$ cat src/rtl/write_back_stage_if.sv
// MEM/WB boundary bundle: MEM-stage instruction and data-memory response in,
// register-file write port and upstream stall out.
interface write_back_stage_if #(
  parameter int DATA_W     = 32,
  parameter int REG_ADDR_W = 5
);
  logic                  mem_valid;
  logic [1:0]            mem_wb_control;
  logic [REG_ADDR_W-1:0] mem_rw;
  logic [DATA_W-1:0]     mem_alu_result;
  logic [DATA_W-1:0]     mem_rdata;
  logic                  mem_rdata_valid;
  logic                  flush;
  logic                  stall_req;
  logic                  reg_write;
  logic [REG_ADDR_W-1:0] rw;
  logic [DATA_W-1:0]     busw;

  modport master (
    output mem_valid, mem_wb_control, mem_rw, mem_alu_result,
           mem_rdata, mem_rdata_valid, flush,
    input  stall_req, reg_write, rw, busw
  );

  modport slave (
    input  mem_valid, mem_wb_control, mem_rw, mem_alu_result,
           mem_rdata, mem_rdata_valid, flush,
    output stall_req, reg_write, rw, busw
  );
endinterface

$ cat src/rtl/write_back_stage.sv
// MEM/WB register and write-back sequencer: ALU results write after one cycle,
// loads wait for the memory response (with timeout). Define WB_FWD_EN for forwarding taps.
module write_back_stage #(
  parameter int DATA_W     = 32,
  parameter int REG_ADDR_W = 5,
  parameter int LOAD_TMO   = 16,
  parameter int CNT_W      = 32
) (
  input  logic                  clk,
  input  logic                  rst_n,
  write_back_stage_if.slave     wb,
  output logic                  load_err,
  output logic [CNT_W-1:0]      commit_cnt
`ifdef WB_FWD_EN
  ,
  output logic                  fwd_valid,
  output logic [REG_ADDR_W-1:0] fwd_rw,
  output logic [DATA_W-1:0]     fwd_data,
  output logic                  pend_load,
  output logic [REG_ADDR_W-1:0] pend_rw
`endif
);

  localparam int TMO_W = $clog2(LOAD_TMO + 1);
  localparam logic [TMO_W-1:0] TMO_LAST = TMO_W'(LOAD_TMO - 1);

  typedef enum logic {IDLE = 1'b0, WAIT_MEM = 1'b1} state_t;

  state_t                state_p1, state_d;
  logic [TMO_W-1:0]      tmo_p1;
  logic                  we_lat_p1;
  logic [REG_ADDR_W-1:0] rw_lat_p1;
  logic                  reg_write_p1;
  logic [REG_ADDR_W-1:0] rw_p1;
  logic [DATA_W-1:0]     busw_p1;

  logic cap_alu, cap_load, load_done, tmo_hit;

  always_comb begin
    state_d   = state_p1;
    cap_alu   = 1'b0;
    cap_load  = 1'b0;
    load_done = 1'b0;
    tmo_hit   = 1'b0;
    case (state_p1)
      IDLE: begin
        if (wb.mem_valid && !wb.flush) begin
          if (wb.mem_wb_control[0]) begin
            cap_load = 1'b1;
            state_d  = WAIT_MEM;
          end else begin
            cap_alu = 1'b1;
          end
        end
      end
      WAIT_MEM: begin
        // flush beats a same-cycle response; the response beats the timeout
        if (wb.flush) begin
          state_d = IDLE;
        end else if (wb.mem_rdata_valid) begin
          load_done = 1'b1;
          state_d   = IDLE;
        end else if (tmo_p1 == TMO_LAST) begin
          tmo_hit = 1'b1;
          state_d = IDLE;
        end
      end
      default: state_d = IDLE;
    endcase
  end

  // write-back register stage
  always_ff @(posedge clk) begin
    if (!rst_n) begin
      state_p1     <= IDLE;
      tmo_p1       <= '0;
      we_lat_p1    <= 1'b0;
      rw_lat_p1    <= '0;
      reg_write_p1 <= 1'b0;
      rw_p1        <= '0;
      busw_p1      <= '0;
      load_err     <= 1'b0;
      commit_cnt   <= '0;
    end else begin
      state_p1     <= state_d;
      reg_write_p1 <= 1'b0;
      if (cap_alu) begin
        reg_write_p1 <= wb.mem_wb_control[1] && (wb.mem_rw != '0);
        rw_p1        <= wb.mem_rw;
        busw_p1      <= wb.mem_alu_result;
        commit_cnt   <= commit_cnt + CNT_W'(1);
      end
      if (cap_load) begin
        we_lat_p1 <= wb.mem_wb_control[1];
        rw_lat_p1 <= wb.mem_rw;
        tmo_p1    <= '0;
      end else if (state_p1 == WAIT_MEM && !load_done && !tmo_hit && !wb.flush) begin
        tmo_p1 <= tmo_p1 + TMO_W'(1);
      end
      if (load_done) begin
        reg_write_p1 <= we_lat_p1 && (rw_lat_p1 != '0);
        rw_p1        <= rw_lat_p1;
        busw_p1      <= wb.mem_rdata;
        commit_cnt   <= commit_cnt + CNT_W'(1);
      end
      if (tmo_hit) begin
        load_err <= 1'b1;
      end
    end
  end

  assign wb.stall_req = (state_p1 == WAIT_MEM);
  assign wb.reg_write = reg_write_p1;
  assign wb.rw        = rw_p1;
  assign wb.busw      = busw_p1;

`ifdef WB_FWD_EN
  assign fwd_valid = reg_write_p1;
  assign fwd_rw    = rw_p1;
  assign fwd_data  = busw_p1;
  assign pend_load = (state_p1 == WAIT_MEM) && we_lat_p1;
  assign pend_rw   = rw_lat_p1;
`endif

endmodule

$ cat src/flat_wrapper.sv
// flat-port wrapper written by rule: the top's interface ports become plain ports
module write_back_stage_flat 
#(
  parameter int DATA_W     = 32,
  parameter int REG_ADDR_W = 5,
  parameter int LOAD_TMO   = 16,
  parameter int CNT_W      = 32
)
  (clk, rst_n, load_err, commit_cnt, wb_mem_valid, wb_mem_wb_control, wb_mem_rw, wb_mem_alu_result, wb_mem_rdata, wb_mem_rdata_valid, wb_flush, wb_stall_req, wb_reg_write, wb_rw, wb_busw);
  write_back_stage_if #(.DATA_W(DATA_W), .REG_ADDR_W(REG_ADDR_W)) wb_i ();
  input  logic clk;
  input  logic rst_n;
  output logic load_err;
  output logic [CNT_W-1:0] commit_cnt;
  input wire logic [$bits(wb_i.mem_valid)-1:0] wb_mem_valid;
  input wire logic [$bits(wb_i.mem_wb_control)-1:0] wb_mem_wb_control;
  input wire logic [$bits(wb_i.mem_rw)-1:0] wb_mem_rw;
  input wire logic [$bits(wb_i.mem_alu_result)-1:0] wb_mem_alu_result;
  input wire logic [$bits(wb_i.mem_rdata)-1:0] wb_mem_rdata;
  input wire logic [$bits(wb_i.mem_rdata_valid)-1:0] wb_mem_rdata_valid;
  input wire logic [$bits(wb_i.flush)-1:0] wb_flush;
  output wire logic [$bits(wb_i.stall_req)-1:0] wb_stall_req;
  output wire logic [$bits(wb_i.reg_write)-1:0] wb_reg_write;
  output wire logic [$bits(wb_i.rw)-1:0] wb_rw;
  output wire logic [$bits(wb_i.busw)-1:0] wb_busw;
  assign wb_i.mem_valid = wb_mem_valid;
  assign wb_i.mem_wb_control = wb_mem_wb_control;
  assign wb_i.mem_rw = wb_mem_rw;
  assign wb_i.mem_alu_result = wb_mem_alu_result;
  assign wb_i.mem_rdata = wb_mem_rdata;
  assign wb_i.mem_rdata_valid = wb_mem_rdata_valid;
  assign wb_i.flush = wb_flush;
  assign wb_stall_req = wb_i.stall_req;
  assign wb_reg_write = wb_i.reg_write;
  assign wb_rw = wb_i.rw;
  assign wb_busw = wb_i.busw;
  write_back_stage #(.DATA_W(DATA_W), .REG_ADDR_W(REG_ADDR_W), .LOAD_TMO(LOAD_TMO), .CNT_W(CNT_W)) u_core (.clk(clk), .rst_n(rst_n), .wb(wb_i), .load_err(load_err), .commit_cnt(commit_cnt));
endmodule
$ cat config.mk
export PLATFORM = sky130hd
export DESIGN_NAME = write_back_stage_flat
export DESIGN_NICKNAME = d
export VERILOG_FILES = /design/src/rtl/write_back_stage_if.sv /design/src/rtl/write_back_stage.sv /design/src/flat_wrapper.sv
export SDC_FILE = /design/constraint.sdc
export NUM_CORES = 1
export LEC_CHECK = 0
export CAP_MARGIN = 20
export CORE_MARGIN = 3
export CORE_UTILIZATION = 40
export DETAILED_ROUTE_END_ITERATION = 8
export PLACE_DENSITY = 0.75
export SLEW_MARGIN = 20
export SYNTH_ARGS = -nofsm -noshare
export SYNTH_HDL_FRONTEND = slang
export SYNTH_SLANG_ARGS = --single-unit
$ cat constraint.sdc
create_clock -name clk -period 5.4 [get_ports clk]
set_input_delay 1.62 -clock clk [delete_from_list [all_inputs] [get_ports clk]]
set_output_delay 1.62 -clock clk [all_outputs]
set_load 0.02 [all_outputs]
==> results of run 1 <==
[synth_stat cells, types with 6 or more instances]
| library cell | n | area [sq um] |
|---|---|---|
| xor2_1 | 16 | 140 |
| o21ai_0 | 9 | 45.0 |
| nand2_1 | 91 | 342 |
| dfxtp_1 | 83 | 1660 |
| buf_1 | 6 | 22.5 |
| clkbuf_1 | 18 | 67.6 |
| nand3_1 | 11 | 55.1 |
| nand4_1 | 10 | 62.6 |
| or3_1 | 10 | 62.6 |
| a21oi_1 | 13 | 65.1 |
| xnor2_1 | 7 | 61.3 |
| nor2_1 | 74 | 278 |
| a311oi_1 | 37 | 324 |
| mux2i_1 | 8 | 80.1 |
[cell type report]
| type | count | area [sq um] | share of cell area, % |
|---|---|---|---|
| Timing Repair Buffer | 153 | 1530 | 28.6 |
| Tap cell | 108 | 135 | 2.52 |
| Multi-Input combinational cell | 323 | 1840 | 34.4 |
| Inverter | 5 | 18.8 | 0.351 |
| Clock inverter | 4 | 26.3 | 0.491 |
| Sequential cell | 83 | 1660 | 31.0 |
| Clock buffer | 11 | 141 | 2.64 |
[registers in the layout, indices dropped and copies added (netlist names)]
name and count:
u_core.wb.stall_req 1, u_core.wb.rw 5, u_core.commit_cnt 32, u_core.wb.reg_write 1, u_core.tmo_p1 5, u_core.wb.busw 32
u_core.we_lat_p1 1, u_core.load_err 1, u_core.rw_lat_p1 5
[stage by stage]
stage	cells	power, W	util [%]
finish	687	0.00122	61.1
global route	687	0.00127	61.1
CTS	687	0.00123	61.1
detailed placement	672	0.000835	59.2
global placement	671	0.000830	59.0
floorplan	439	0.000729	-
[where the power goes]
group / total [W] / internal [W] / switching [W]
Clock: 0.000396 / 0.000178 / 0.000218
Combinational: 0.000179 / 0.0000997 / 0.0000792
Sequential: 0.000642 / 0.000631 / 0.0000106
[worst max-delay path, cell delays in order]
cell             delay (ns)
clkdlybuf4s50_1        0.50
or4b_4                 0.60
nand2_2                0.40
buf_4                  0.53
nor2_1                 0.09
a311oi_1               0.27
[layer usage]
| layer | GRT usage [%] | wire length (um) | up-vias |
|---|---|---|---|
| li1 | - | - | 1806 |
| met1 | 25.3 | 4480 | 1735 |
| met2 | 32.7 | 5170 | 92 |
| met3 | 2.96 | 441 | 27 |
| met4 | 9.92 | 388 | 0 |
| met5 | 0 | 0 | - |
[kinds of logic after synthesis]
kind of cell / count (synthesis)
XOR/XNOR: 23
flip-flops: 83
buffers and inverters: 33
AO/OA/AOI/OAI: 66
multiplexers: 8
AND/OR/NAND/NOR: 223
adder cells (fa/ha/maj): 3
[final timing paths]
path | end | slack, ns | depth (start not counted)
worst max register to register | u_core.wb.busw[14]$_SDFFE_PN0P_ | 3.06 | 5
worst min-delay path | u_core.load_err$_SDFFE_PN0P_ | 0.48 | 2
worst min register to register | u_core.load_err$_SDFFE_PN0P_ | 0.48 | 2
worst max-delay path | u_core.wb.busw[14]$_SDFFE_PN0P_ | 1.60 | 6
==> impl_metrics.csv, run 1 <==
group,metric,value,unit
yosys,synth_top_family_by_area,"simple AND/OR/NAND/NOR gates",
drt,post_drt_wl_per_cell,15.3,um
yosys,synth_nets,518,
placed_design,post-place-ws,1.24,ns
finish,fin_area,5350,sq um
sta,max_freq,0.263,GHz
sta,finalSetupViolCount,0,
yosys,synth_compound_area_share,13.7,%
critical_path,critPathMaxFanout,52,
placed_design,place_area,5190,sq um
yosys,syn_area_per_cell,8.27,sq um
clocking,cts_hold_buf,0,
clocking,cts_tree,"built",
yosys,async_flop_share,0,%
drt,firstDrtPassIters,4,
sta,skew,0.0110,ns
power,power.leakage,1.87,nW
sta,hold_slack,0.481,ns
yosys,yosysUniqueCellTypes,41,
die,pin_count,148,
drt,vias,3660,
global_routing,grt_pass1_vias,3452,
clocking,htreeDepth,3,
sta,relSlewSlack,51.3,%
global_routing,globalRouteOverflowTotal,0,
drt,dr.first_iter.drc_count,85,
drt,drc_errors,0,
critical_path,criticalPathCategory,"input pin to register",
sta,hold_violations,0,
yosys,ys_seq_area_share,45.8,%
finish,num-fill-cells,809,
yosys,syn_inst,439,
global_routing,grt_usage,19.9,%
yosys,synth_xor_area_share,5.55,%
finish,synthToLayoutAreaGrowth,47.5,%
placed_design,port_buffers,147,
sta,period_needed,3.80,ns
clocking,clk_latency,0.34,ns
die,num_rows,34,
worst_hold_path,hp-start,"u_core.load_err$_SDFFE_PN0P_",
global_routing,grt_pass1_wl,16600,um
yosys,synth_edf_count,0,
drt,antenna_left,0,
power,ir_drop,0.135,mV
finish,nets,654,
yosys,synthMuxAreaShare,2.21,%
worst_hold_path,holdCritPathClass,"register to register",
finish,antennaDiodeCount,0,
clocking,cts_root_buf,"clkbuf_8",
placed_design,place_hpwl,7520,um
sta,setup_slack,1.60,ns
clocking,clk_pin_slew,0.08,ns
critical_path,crit_start,"wb_flush",
yosys,synth_flop_cell,"dfxtp_1",
yosys,syn_area,3630,sq um
yosys,synthSimpleGateAreaFrac,28.2,%
clocking,clockBufferDepth,2,
die,die_x,101,um
global_routing,grt_max_degree,53,
critical_path,worstPathRequired,5.65,ns
critical_path,cp.arrival,4.05,ns
sta,setup_tns,0,ns
finish,drive_gt1_share,5.01,%
clocking,post_cts_buffers,0,
drt,drt_wl_total,10500,um
die,fp.dieArea,10300,sq um
clocking,cts_sinks,83,
yosys,synth_seq_cells,83,
die,die-height,101,um
run,cap_violations,0,
yosys,synth_warnings,0,
placed_design,place.gp.congestion,0.774,
drt,vias_per_cell,5.33,
critical_path,endpoint_kind,"register",
clocking,cts-resized-gates,0,
status,status,"completed",
clocking,cts_buffers,9,
die,start_util,41.4,%
power,powerDensity,227,nW/um^2
critical_path,r2r_start,"u_core.wb.stall_req$_SDFF_PN0_",
finish,final_cell_mix,"clkdlybuf4s50_1 (147), nand2_1 (90), dfxtp_1 (83)",
finish,final_common_cell,"clkdlybuf4s50_1",
sta,finalCritPeriodShare,70.4,%
sta,tightestPinTransition,0.726,ns
sta,rsz0062_at_grt,"false",
critical_path,cp-start-kind,"input pin",
sta,drv_slew,0,
die,coreArea,8760,sq um
global_routing,antenna_found_initial,0,
yosys,synthAdderAreaFrac,1.03,%
Note: power is estimated with default switching activity, not from simulation.
==> run 2, diff against run 1 <==
clock period = 3.8 ns   (was 5.4 ns; I/O delays follow)
==> impl_metrics.csv, run 2 (synthesis results as in run 1) <==
group,metric,value,unit
status,status,"completed",
die,pin_count,148,
die,num_rows,34,
clocking,cts_root_buf,"clkbuf_8",
critical_path,path_delay_family,"simple AND/OR/NAND/NOR gates",
drt,post_drt_wl_per_cell,15.4,um
critical_path,reg2reg_depth,6,
sta,hold_violations,0,
sta,finalCritPeriodShare,80.0,%
power,power.leakage,1.89,nW
run,cap_violations,0,
die,coreArea,8760,sq um
critical_path,cp.depth,6,
finish,synthToLayoutAreaGrowth,48.8,%
die,fp.dieArea,10300,sq um
clocking,clk_pin_slew,0.08,ns
placed_design,port_buffers,147,
finish,num-fill-cells,757,
drt,drc_errors,0,
die,start_util,41.4,%
finish,antennaDiodeCount,0,
drt,drt_wl_total,10600,um
sta,relSlewSlack,47.8,%
critical_path,critPathBufInv,1,
sta,drv_slew,0,
global_routing,grt_pass1_wl,16300,um
drt,antenna_left,0,
global_routing,grt_max_degree,67,
critical_path,cp.arrival,3.32,ns
die,die_x,101,um
critical_path,cp-start-kind,"input pin",
critical_path,criticalPathCategory,"input pin to register",
global_routing,globalRouteOverflowTotal,0,
clocking,htreeDepth,3,
power,power.total,0.00185,W
drt,dr.first_iter.drc_count,127,
sta,max_freq,0.329,GHz
worst_hold_path,min_path_cells,2,
global_routing,grt_pass1_vias,3457,
drt,firstDrtPassIters,4,
global_routing,grt_usage,19.6,%
sta,rsz0062_at_grt,"false",
placed_design,place.gp.congestion,0.832,
critical_path,worstPathRequired,4.08,ns
clocking,cts_hold_buf,0,
clocking,cts_sinks,83,
drt,vias_per_cell,5.24,
worst_hold_path,holdCritPathClass,"register to register",
clocking,clockBufferDepth,2,
finish,final_common_cell,"clkdlybuf4s50_1",
finish,final_cell_mix,"clkdlybuf4s50_1 (147), nand2_1 (90), dfxtp_1 (83)",
critical_path,slowest_stage,"or4b_4",
sta,finalSetupViolCount,0,
critical_path,critPathMaxFanout,13,
finish,nets,653,
global_routing,antenna_found_initial,0,
clocking,cts-resized-gates,0,
sta,skew,0.00961,ns
sta,tightestPinTransition,0.779,ns
die,die-height,101,um
clocking,cts_tree,"built",
clocking,cts_buffers,9,
sta,setup_tns,0,ns
placed_design,place_hpwl,7600,um
critical_path,critical-path-max-stage-delay,0.60,ns
sta,period_needed,3.04,ns
drt,vias,3598,
finish,drive_gt1_share,4.50,%
clocking,clk_latency,0.34,ns
power,ir_drop,0.212,mV
critical_path,endpoint_kind,"register",
critical_path,path_cells,"clkdlybuf4s50_1 -> or4b_4 -> a21boi_4 -> nand3_2 -> or4_1 -> a21oi_1",
power,powerDensity,343,nW/um^2
clocking,post_cts_buffers,0,
run 2: layout make-up:
cell class | instances | area, sq um | share of cell area [%]
Multi-Input combinational cell | 323 | 1840 | 34.1
Sequential cell | 83 | 1660 | 30.8
Timing Repair Buffer | 152 | 1530 | 28.4
Clock buffer | 13 | 149 | 2.76
Tap cell | 108 | 135 | 2.50
Clock inverter | 2 | 60.1 | 1.11
Inverter | 5 | 18.8 | 0.348
run 2: per-stage QoR:
step / std cells / setup WS, ns / hold WS (ns) / util (%) / instance area (sq um)
6_report: 686 / 0.761 / 0.490 / 61.6 / 5400
2_1_floorplan: 439 / 1.19 / 0.461 / - / 3630
4_1_cts: 686 / 0.796 / 0.490 / 61.6 / 5400
3_5_place_dp: 671 / 0.431 / 0.472 / 59.2 / 5190
5_1_grt: 686 / 0.675 / 0.516 / 61.6 / 5400
3_3_place_gp: 671 / 0.426 / 0.476 / 59.2 / 5190
run 2: worst paths after layout:
path | start | end | slack [ns]
worst max-delay path | wb_flush | u_core.commit_cnt[24]$_SDFFE_PN0P_ | 0.76
worst min-delay path | u_core.rw_lat_p1[4]$_SDFFE_PN0P_ | u_core.wb.rw[4]$_SDFFE_PN0P_ | 0.49
worst min register to register | u_core.rw_lat_p1[4]$_SDFFE_PN0P_ | u_core.wb.rw[4]$_SDFFE_PN0P_ | 0.49
worst max register to register | u_core.commit_cnt[0]$_SDFFE_PN0P_ | u_core.commit_cnt[24]$_SDFFE_PN0P_ | 1.63
run 2: where the power goes:
part	switching (W)	internal, W	total [W]
sequential	0.0000150	0.000897	0.000912
clock	0.000301	0.000386	0.000688
combinational	0.000113	0.000142	0.000255
run 2: routing by layer:
metal	part of all wire (%)	vias up	global-route usage [%]
met5	0	-	0
met4	2.3	0	7.46
met3	3.7	21	3.03
met2	52	77	34.7
met1	42	1703	23.7
li1	-	1797	-
run 2: worst min-delay path, stage by stage (launching register included):
cell	delay, ns
dfxtp_1	0.32
nand2_1	0.06
a311oi_1	0.07
==> run 3, diff against run 2 <==
CORE_UTILIZATION = 39   (was 40)
PLACE_DENSITY = 0.77   (was 0.75)
clock period = 2.75 ns   (was 3.8 ns; I/O delays follow)
==> impl_metrics.csv, run 3 (synthesis results as in run 1) <==
group,metric,value,unit
status,status,"completed",
drt,antenna_left,0,
critical_path,path_delay_family,"simple AND/OR/NAND/NOR gates",
sta,tightestPinTransition,0.552,ns
critical_path,path_cells,"clkdlybuf4s50_1 -> or4b_4 -> a21boi_4 -> nand3_2 -> or4_1 -> a21oi_1",
critical_path,rrSetupSlack,0.71,ns
global_routing,antenna_found_initial,0,
placed_design,dpl.cell_count,688,
sta,hold_violations,0,
drt,drc_errors,0,
drt,drt_wl_total,10700,um
die,num_rows,34,
finish,final_common_cell,"clkdlybuf4s50_1",
drt,post_drt_wl_per_cell,15.2,um
die,start_util,40.8,%
clocking,clk_pin_slew,0.09,ns
global_routing,globalRouteOverflowTotal,0,
finish,final_cell_mix,"clkdlybuf4s50_1 (147), nand2_1 (90), dfxtp_1 (83)",
power,p_switching,0.000612,W
drt,vias_per_cell,5.29,
critical_path,r2r_start,"u_core.commit_cnt[3]$_SDFFE_PN0P_",
critical_path,critical-path-max-stage-delay,0.57,ns
power,power.total,0.00257,W
clocking,post_cts_buffers,0,
finish,synthToLayoutAreaGrowth,52.3,%
critical_path,criticalPathCategory,"input pin to register",
placed_design,place.gp.congestion,0.799,
critical_path,cp-start-kind,"input pin",
clocking,cts-resized-gates,0,
sta,finalSetupViolCount,0,
global_routing,grt_pass1_wl,16900,um
die,die_x,102,um
finish,fin_area,5530,sq um
critical_path,worstPathRequired,3.02,ns
finish,nets,670,
global_routing,grt_usage,20.0,%
clocking,clk_latency,0.35,ns
sta,finalCritPeriodShare,92.3,%
sta,period_needed,2.54,ns
sta,relSlewSlack,62.9,%
drt,vias,3721,
sta,setup_tns,0,ns
power,switching_share,23.9,%
die,pin_count,148,
critical_path,cp.arrival,2.80,ns
clocking,cts_root_buf,"clkbuf_8",
power,power_frac_comb,14.2,%
power,pwr-share-clk,36.7,%
power,p_int,0.00195,W
clocking,clockBufferDepth,2,
power,powerDensity,464,nW/um^2
finish,antennaDiodeCount,0,
clocking,cts_tree,"built",
finish,stdcell_count,704,
global_routing,grt_max_degree,55,
sta,drv_slew,0,
run,cap_violations,0,
clocking,cts_buffers,9,
critical_path,endpoint_kind,"register",
drt,firstDrtPassIters,4,
critical_path,critPathBufInv,1,
global_routing,grt_pass1_vias,3557,
worst_hold_path,min_path_cells,2,
critical_path,critPathMaxFanout,12,
die,coreArea,8890,sq um
finish,seq_area,1660,sq um
power,power.leakage,1.97,nW
clocking,cts_sinks,83,
critical_path,r2r_end,"u_core.commit_cnt[27]$_SDFFE_PN0P_",
power,ir_drop,0.308,mV
critical_path,slowest_stage,"or4b_4",
finish,drive_gt1_share,7.55,%
power,pwr-share-seq,49.1,%
sta,skew,0.0176,ns
critical_path,reg2reg_depth,5,
clocking,cts_hold_buf,0,
placed_design,place_area,5320,sq um
worst_hold_path,hold_end,"u_core.wb.rw[2]$_SDFFE_PN0P_",
worst_hold_path,hp-start,"u_core.rw_lat_p1[2]$_SDFFE_PN0P_",
placed_design,port_buffers,147,
placed_design,place_hpwl,7830,um
sta,rsz0062_at_grt,"false",
finish,multi_input_area,1840,sq um
finish,num-fill-cells,792,
die,fp.dieArea,10500,sq um
worst_hold_path,holdCritPathClass,"register to register",
clocking,htreeDepth,3,
drt,dr.first_iter.drc_count,132,
die,die-height,102,um
sta,max_freq,0.394,GHz
sta,hold_slack,0.485,ns
-- run 3: routing by layer --
layer	routed length (um)	track usage (%)	vias up	share of wire, %
li1	-	-	1832	-
met1	4490	25.7	1777	42
met2	5500	33.8	91	51
met3	415	2.53	21	3.9
met4	286	8.78	0	2.7
met5	0	0	-	0
-- run 3: worst max path at each step --
stage	startpoint	end	slack, ns	depth (start not counted)
2_1_floorplan	wb_flush	u_core.commit_cnt[22]$_SDFFE_PN0P_	0.46	6
3_3_place_gp	wb_flush	u_core.commit_cnt[26]$_SDFFE_PN0P_	-0.1	6
3_5_place_dp	wb_flush	u_core.commit_cnt[26]$_SDFFE_PN0P_	-0.13	6
4_1_cts	wb_flush	u_core.commit_cnt[24]$_SDFFE_PN0P_	0.23	6
5_1_grt	wb_flush	u_core.commit_cnt[24]$_SDFFE_PN0P_	0.13	6
6_report	wb_flush	u_core.commit_cnt[24]$_SDFFE_PN0P_	0.21	6
-- run 3: cell type report --
| type | instances | area share (%) |
|---|---|---|
| Inverter | 5 | 0.340 |
| Sequential cell | 83 | 30.1 |
| Tap cell | 108 | 2.44 |
| Timing Repair Buffer | 169 | 30.1 |
| Multi-Input combinational cell | 323 | 33.3 |
| Clock buffer | 11 | 2.38 |
| Clock inverter | 5 | 1.40 |
-- run 3: power by group through the flow --
stage | sequential, W | clock, W | combinational, W
3_5_place_dp | 0.00129 | 0 | 0.000364
2_1_floorplan | 0.00133 | 0 | 0.000103
6_report | 0.00126 | 0.000942 | 0.000363
4_1_cts | 0.00126 | 0.000965 | 0.000366
3_3_place_gp | 0.00129 | 0 | 0.000357
5_1_grt | 0.00127 | 0.00102 | 0.000392
-- run 3: stage by stage --
stage               setup slack [ns]  utilization (%)
floorplan                      0.457                -
global placement             -0.0965             59.8
detailed placement            -0.129             59.8
CTS                            0.229             62.2
global route                   0.134             62.2
finish                         0.210             62.2
-- run 3: tightest hold or removal path, cell delays in order (launching register included) --
cell and delay, ns:
dfxtp_1 0.33, nand2_1 0.05, a311oi_1 0.07
